`config.mk`:
```
export PLATFORM = sky130hd
export DESIGN_NAME = sodor_dmem_sram_bridge
export DESIGN_NICKNAME = d
export VERILOG_FILES = /design/src/rtl/sodor_dmem_sram_bridge.sv
export SDC_FILE = /design/constraint.sdc
export NUM_CORES = 1
export LEC_CHECK = 0
export CAP_MARGIN = 30
export CORE_MARGIN = 2
export CORE_UTILIZATION = 35
export CTS_BUF_LIST = sky130_fd_sc_hd__clkbuf_16
export CTS_CLUSTER_DIAMETER = 200
export DETAILED_ROUTE_END_ITERATION = 7
export PLACE_DENSITY = 0.81
export SYNTH_ARGS = -nofsm -noshare
export SYNTH_HDL_FRONTEND = slang
export SYNTH_SLANG_ARGS = --single-unit
```
`constraint.sdc`:
```
create_clock -name clock -period 3.91 [get_ports clock]
set_clock_uncertainty 0.2 [all_clocks]
set_input_delay 0.9775 -clock clock [delete_from_list [all_inputs] [get_ports clock]]
set_output_delay 0.9775 -clock clock [all_outputs]
set_load 0.05 [all_outputs]
```
`src/rtl/sodor_dmem_sram_bridge.sv`:
```
// Data-memory bridge between the 1-stage Sodor core dmem port and a word-wide
// synchronous SRAM with byte enables. Each access is accepted in IDLE and
// answered in the following ACK cycle; faulted accesses never touch the SRAM.
module sodor_dmem_sram_bridge #(
    parameter logic [31:0] BASE_ADDR   = 32'h0000_0000,
    parameter int unsigned DEPTH_WORDS = 4096,
    parameter int unsigned IDX_W       = 12
) (
    input  logic             clock,
    input  logic             reset,
    input  logic             io_dmem_req_valid,
    input  logic [31:0]      io_dmem_req_bits_addr,
    input  logic [31:0]      io_dmem_req_bits_data,
    input  logic             io_dmem_req_bits_fcn,
    input  logic [2:0]       io_dmem_req_bits_typ,
    output logic             io_dmem_resp_valid,
    output logic [31:0]      io_dmem_resp_bits_data,
    output logic             sram_en,
    output logic             sram_we,
    output logic [3:0]       sram_be,
    output logic [IDX_W-1:0] sram_addr,
    output logic [31:0]      sram_wdata,
    input  logic [31:0]      sram_rdata,
    output logic             fault_valid,
    output logic [15:0]      fault_count
);

    localparam logic [2:0]  MT_B  = 3'd1;
    localparam logic [2:0]  MT_H  = 3'd2;
    localparam logic [2:0]  MT_BU = 3'd5;
    localparam logic [2:0]  MT_HU = 3'd6;
    localparam logic [15:0] FAULT_SAT = 16'hFFFF;

    typedef enum logic {
        IDLE,
        ACK
    } state_t;

    state_t      state_q;
    state_t      state_d;

    logic [1:0]  addr_lo_q;
    logic [2:0]  typ_q;
    logic        fcn_q;
    logic        fault_q;

    logic [29:0] word_off;
    logic        is_byte;
    logic        is_half;
    logic        misalign;
    logic        out_of_range;
    logic        req_fault;
    logic        accept;
    logic [31:0] rdata_shifted;

    // Request decode: word offset, access size, alignment and range faults
    always_comb begin
        word_off     = 30'((io_dmem_req_bits_addr - BASE_ADDR) >> 2);
        is_byte      = (io_dmem_req_bits_typ == MT_B) || (io_dmem_req_bits_typ == MT_BU);
        is_half      = (io_dmem_req_bits_typ == MT_H) || (io_dmem_req_bits_typ == MT_HU);
        if (is_byte) begin
            misalign = 1'b0;
        end else if (is_half) begin
            misalign = io_dmem_req_bits_addr[0];
        end else begin
            misalign = (io_dmem_req_bits_addr[1:0] != 2'b00);
        end
        out_of_range = (io_dmem_req_bits_addr < BASE_ADDR) ||
                       (word_off >= 30'(DEPTH_WORDS));
        req_fault    = misalign || out_of_range;
        accept       = (state_q == IDLE) && io_dmem_req_valid && !reset;
    end

    // State register
    always_ff @(posedge clock or posedge reset) begin
        if (reset) begin
            state_q <= IDLE;
        end else begin
            state_q <= state_d;
        end
    end

    // Next state, SRAM strobes in the accept cycle, response strobes in ACK
    always_comb begin
        state_d            = state_q;
        sram_en            = 1'b0;
        sram_we            = 1'b0;
        sram_be            = 4'b0000;
        sram_addr          = '0;
        sram_wdata         = 32'h0;
        io_dmem_resp_valid = 1'b0;
        fault_valid        = 1'b0;
        case (state_q)
            IDLE: begin
                if (accept) begin
                    state_d = ACK;
                    if (!req_fault) begin
                        sram_en   = 1'b1;
                        sram_we   = io_dmem_req_bits_fcn;
                        sram_addr = word_off[IDX_W-1:0];
                        if (!io_dmem_req_bits_fcn) begin
                            sram_be = 4'b1111;
                        end else if (is_byte) begin
                            sram_be    = 4'b0001 << io_dmem_req_bits_addr[1:0];
                            sram_wdata = {4{io_dmem_req_bits_data[7:0]}};
                        end else if (is_half) begin
                            sram_be    = io_dmem_req_bits_addr[1] ? 4'b1100 : 4'b0011;
                            sram_wdata = {2{io_dmem_req_bits_data[15:0]}};
                        end else begin
                            sram_be    = 4'b1111;
                            sram_wdata = io_dmem_req_bits_data;
                        end
                    end
                end
            end
            ACK: begin
                state_d            = IDLE;
                io_dmem_resp_valid = 1'b1;
                fault_valid        = fault_q;
            end
            default: state_d = IDLE;
        endcase
    end

    // Capture the request attributes needed to format the response
    always_ff @(posedge clock or posedge reset) begin
        if (reset) begin
            addr_lo_q <= 2'b00;
            typ_q     <= 3'd0;
            fcn_q     <= 1'b0;
            fault_q   <= 1'b0;
        end else if (accept) begin
            addr_lo_q <= io_dmem_req_bits_addr[1:0];
            typ_q     <= io_dmem_req_bits_typ;
            fcn_q     <= io_dmem_req_bits_fcn;
            fault_q   <= req_fault;
        end
    end

    // Load formatting: lane shift then sign/zero extension by access type
    always_comb begin
        rdata_shifted          = sram_rdata >> {addr_lo_q, 3'b000};
        io_dmem_resp_bits_data = 32'h0;
        if ((state_q == ACK) && !fcn_q && !fault_q) begin
            case (typ_q)
                MT_B:    io_dmem_resp_bits_data = {{24{rdata_shifted[7]}}, rdata_shifted[7:0]};
                MT_BU:   io_dmem_resp_bits_data = {24'h0, rdata_shifted[7:0]};
                MT_H:    io_dmem_resp_bits_data = {{16{rdata_shifted[15]}}, rdata_shifted[15:0]};
                MT_HU:   io_dmem_resp_bits_data = {16'h0, rdata_shifted[15:0]};
                default: io_dmem_resp_bits_data = rdata_shifted;
            endcase
        end
    end

    // Saturating fault counter, bumped at the end of a faulted ACK
    always_ff @(posedge clock or posedge reset) begin
        if (reset) begin
            fault_count <= 16'h0;
        end else if ((state_q == ACK) && fault_q && (fault_count != FAULT_SAT)) begin
            fault_count <= fault_count + 16'd1;
        end
    end

endmodule
```
==> results of run 1 <==
[kinds of logic (layout without fill, tap and decap cells)]
group | after synthesis | after routing | synth area share [%]
and+or+nand+nor | 169 | 169 | 31.64
AOI/OAI and AO/OA | 83 | 83 | 19.42
muxes | 40 | 40 | 15.64
buffers and inverters | 34 | 245 | 6.888
DFF | 24 | 24 | 21.33
xor gates and xnor gates | 14 | 14 | 4.622
adders and majority gates | 1 | 1 | 0.4444
other | 0 | 1 | 0
[power groups by stage]
stage	sequential [mW]	combinational [mW]	clock, mW
3_3_place_gp	0.344	0.553	0
5_1_grt	0.354	0.626	0.238
4_1_cts	0.344	0.576	0.229
2_1_floorplan	0.423	0.248	0
6_report	0.346	0.590	0.230
3_5_place_dp	0.347	0.570	0
[registers in the layout, indices dropped and copies added, names as in the netlist]
name	cells
fcn_q	1
typ_q	3
addr_lo_q	2
fault_count	16
state_q	1
fault_q	1
[cells in the mapped netlist, types with 2 or more instances]
cell	count
and4_1	5
mux2i_1	23
nand2_1	58
nor2b_1	11
mux2_4	2
clkbuf_1	9
o21a_1	2
nand4_1	7
nor3_1	3
xor2_1	6
nor4_1	7
a21oi_1	25
xnor2_1	7
a21boi_1	2
nand2b_1	4
nand3_1	7
and3_1	12
a211oi_1	23
mux2_2	13
inv_1	5
nor2_1	24
buf_6	6
a41oi_1	2
buf_4	2
o21ai_0	16
o21ai_2	10
nor3b_1	2
and2_1	20
dfrtp_1	24
buf_2	11
[layer usage]
layer  track usage (%)  share of wire, %  up-vias
met5                 0                 0        -
met4             10.75               5.7        0
met3             4.655               8.3       51
met2             49.88                52      233
met1             27.83                34     1831
li1                  -                 -     1728
[per-stage QoR]
step                utilization, %  area (sq um)  setup WS [ns]  hold WS, ns
global route                 76.24          5922       -0.05666       0.3367
CTS                          74.07          5753       0.001358       0.3151
detailed placement           72.60          5639        -0.1810       0.3017
floorplan                        -          2815        -0.2475       0.2752
finish                       76.24          5922        0.02083       0.3175
global placement             72.60          5639        -0.1443       0.2855
[area by class of cell]
type,instances,area [sq um]
Inverter,6,22.52
Fill cell,503,1846
Timing Repair Buffer,235,2965
Multi-Input combinational cell,307,2125
Tap cell,102,127.6
Antenna cell,1,2.502
Clock buffer,3,75.07
Sequential cell,24,600.6
Clock inverter,1,3.754
[worst max-delay path: stages]
cell	delay [ns]
clkdlybuf4s50_1	0.50
mux2_4	0.17
mux2i_4	0.08
or3_1	0.50
a21oi_1	0.30
buf_12	0.18
[worst paths after layout]
check,startpoint,to,slack (ns)
worst max-delay path,sram_rdata[15],io_dmem_resp_bits_data[14],0.02
worst max register to register,fault_count[0]$_DFFE_PP0P_,fault_count[1]$_DFFE_PP0P_,1.81
min in group asynchronous,reset,fault_count[3]$_DFFE_PP0P_,0.77
max in group asynchronous,reset,typ_q[1]$_DFFE_PP0P_,2.18
worst min-delay path,fcn_q$_DFFE_PP0P_,fcn_q$_DFFE_PP0P_,0.32
worst min register to register,fcn_q$_DFFE_PP0P_,fcn_q$_DFFE_PP0P_,0.32
[repair_timing]
| action | 4_1_cts | 5_1_grt |
|---|---|---|
| gates cloned | 0 | 1 |
| setup endpoints to repair | 49 | 56 |
| pin swaps | 1 | 9 |
| gates resized for setup | 8 | 42 |
| setup buffers | 0 | 2 |
==> summary.txt, run 1 <==
Detailed routing
  – Final wirelength: 13,380 um
  – Via-per-instance ratio: 5.660
  – Antenna viol nets, final: 0
  – Total number of vias: 3,843
  – Initial DRC count: 207
  – Drt pass-1 iters: 4
  – DRC: 0
  – Drt wl/cell: 19.70 um

Critical path
  – Worst Path Required: 2.73 ns
  – Crit. End Element: primary output
  – Arrival time worst endpoint: 2.71 ns
  – CP Launch Type: primary input
  – R2R depth: 5
  – Critical path class: primary input to primary output
  – CP max FO: 8

Synthesis
  – Post-synth top area share: 21.33%
  – Synth cell types: 47
  – Top cells by area, synth: dfrtp_1 (21%), mux2i_1 (8.2%), nand2_1 (7.7%), a211oi_1 (6.1%), mux2_2 (5.2%)
  – Post-synth EDFFs: 0
  – Net count after synthesis: 469
  – FFs w/ async S/R, synth: 100.0%
  – Syn Inst Count: 365
  – Synth warn: 0
  – Mapped Avg Cell Area: 7.713 sq um
  – Flop and latch count out of synthesis: 24
  – Mapped Area: 2815 sq um
  – Post-synthesis sequential area ratio: 21.33%
  – Most common flop cell mapped by yosys: dfrtp_1
  – Area leader, netlist: dfrtp_1

STA
  – Worst slew pin tran: 0.9126 ns
  – RSZ-0062 raised after global routing: yes
  – Final hold vios: 0
  – Final min period: 3.889 ns
  – Fmax: 0.2571 GHz
  – Relative slew slack: 39.09%
  – Max-slew violations: 0
  – Final setup fails: 0
  – Final setup TNS: 0 ns
  – Final Cycle Share: 99.47%

Outcome
  – Status: completed

Floorplanning
  – Die Height: 93.69 um
  – Core area: 7767 sq um
  – Die Wd: 93.69 um
  – Die ar.: 8777 sq um
  – Initial Util: 36.24%
  – IO Count: 203
  – Core Rows: 32

Power and ir drop
  – Sequential Power Share: 29.7%
  – Pwr Total: 1.166 mW
  – Leak: 2.616 nW
  – Sw Share: 40.57%
  – PwrDens: 196.9 nW/um^2
  – Clock group share of total power: 19.8%
  – Comb power frac: 50.6%
  – P_int: 0.6928 mW
  – Sw Pwr: 0.4729 mW
  – Worst IR Drop VDD: 211.7 uV

Global routing
  – Largest net degree at the start of global routing: 25
  – GRT Resource Usage Total: 26.09%
  – Global route total overflow: 0
  – Number of global-route vias before repair: 3,775
  – Global-route wire length before repair: 18,290 um
  – Initial antenna violation count: 1

Layout
  – Final Net Count: 681
  – Share of layout cells above drive strength 1: 29.69%
  – Area growth, synth to finish: 110.4%
  – Most frequent cells in the layout: clkdlybuf4s50_1 (99), buf_12 (66), nand2_1 (58), buf_4 (43), a21oi_1 (25)
  – Non-Filler Instances: 679
  – Commonest non-fill, non-tap cell in the layout: clkdlybuf4s50_1

Clock tree
  – CTS tree: built
  – Worst-path clk slew: 0.06 ns
  – H-tree depth: 1
  – Clk_lat worst skew: 0.26 ns
  – Max clock buf depth: 2
  – Clock sinks: 24
  – CTS Hold Bufs: 0
  – Root Buffer: clkbuf_16
  – Num CTS Buffers: 3

Worst hold path
  – Hold Path Stages: 1
  – Worst Hold Class: flip-flop to flip-flop

Placed design
  – Detailed placer's ending HPWL: 9786 um
  – Placed cell count: 671
  – Final GP Congestion: 0.9286
  – Port-buffer cells: 202

Flow run
  – Max-cap violations: 0
Power figures use the tool's default switching activity.
==> inputs of run 2 (changes only) <==
--- a/config.mk
+++ b/config.mk
@@ -15,3 +15,4 @@
 export SYNTH_ARGS = -nofsm -noshare
 export SYNTH_HDL_FRONTEND = slang
 export SYNTH_SLANG_ARGS = --single-unit
+export TNS_END_PERCENT = 50
==> results of run 2 <==
The final DEF is identical to that of run 1; final timing and power are the same.
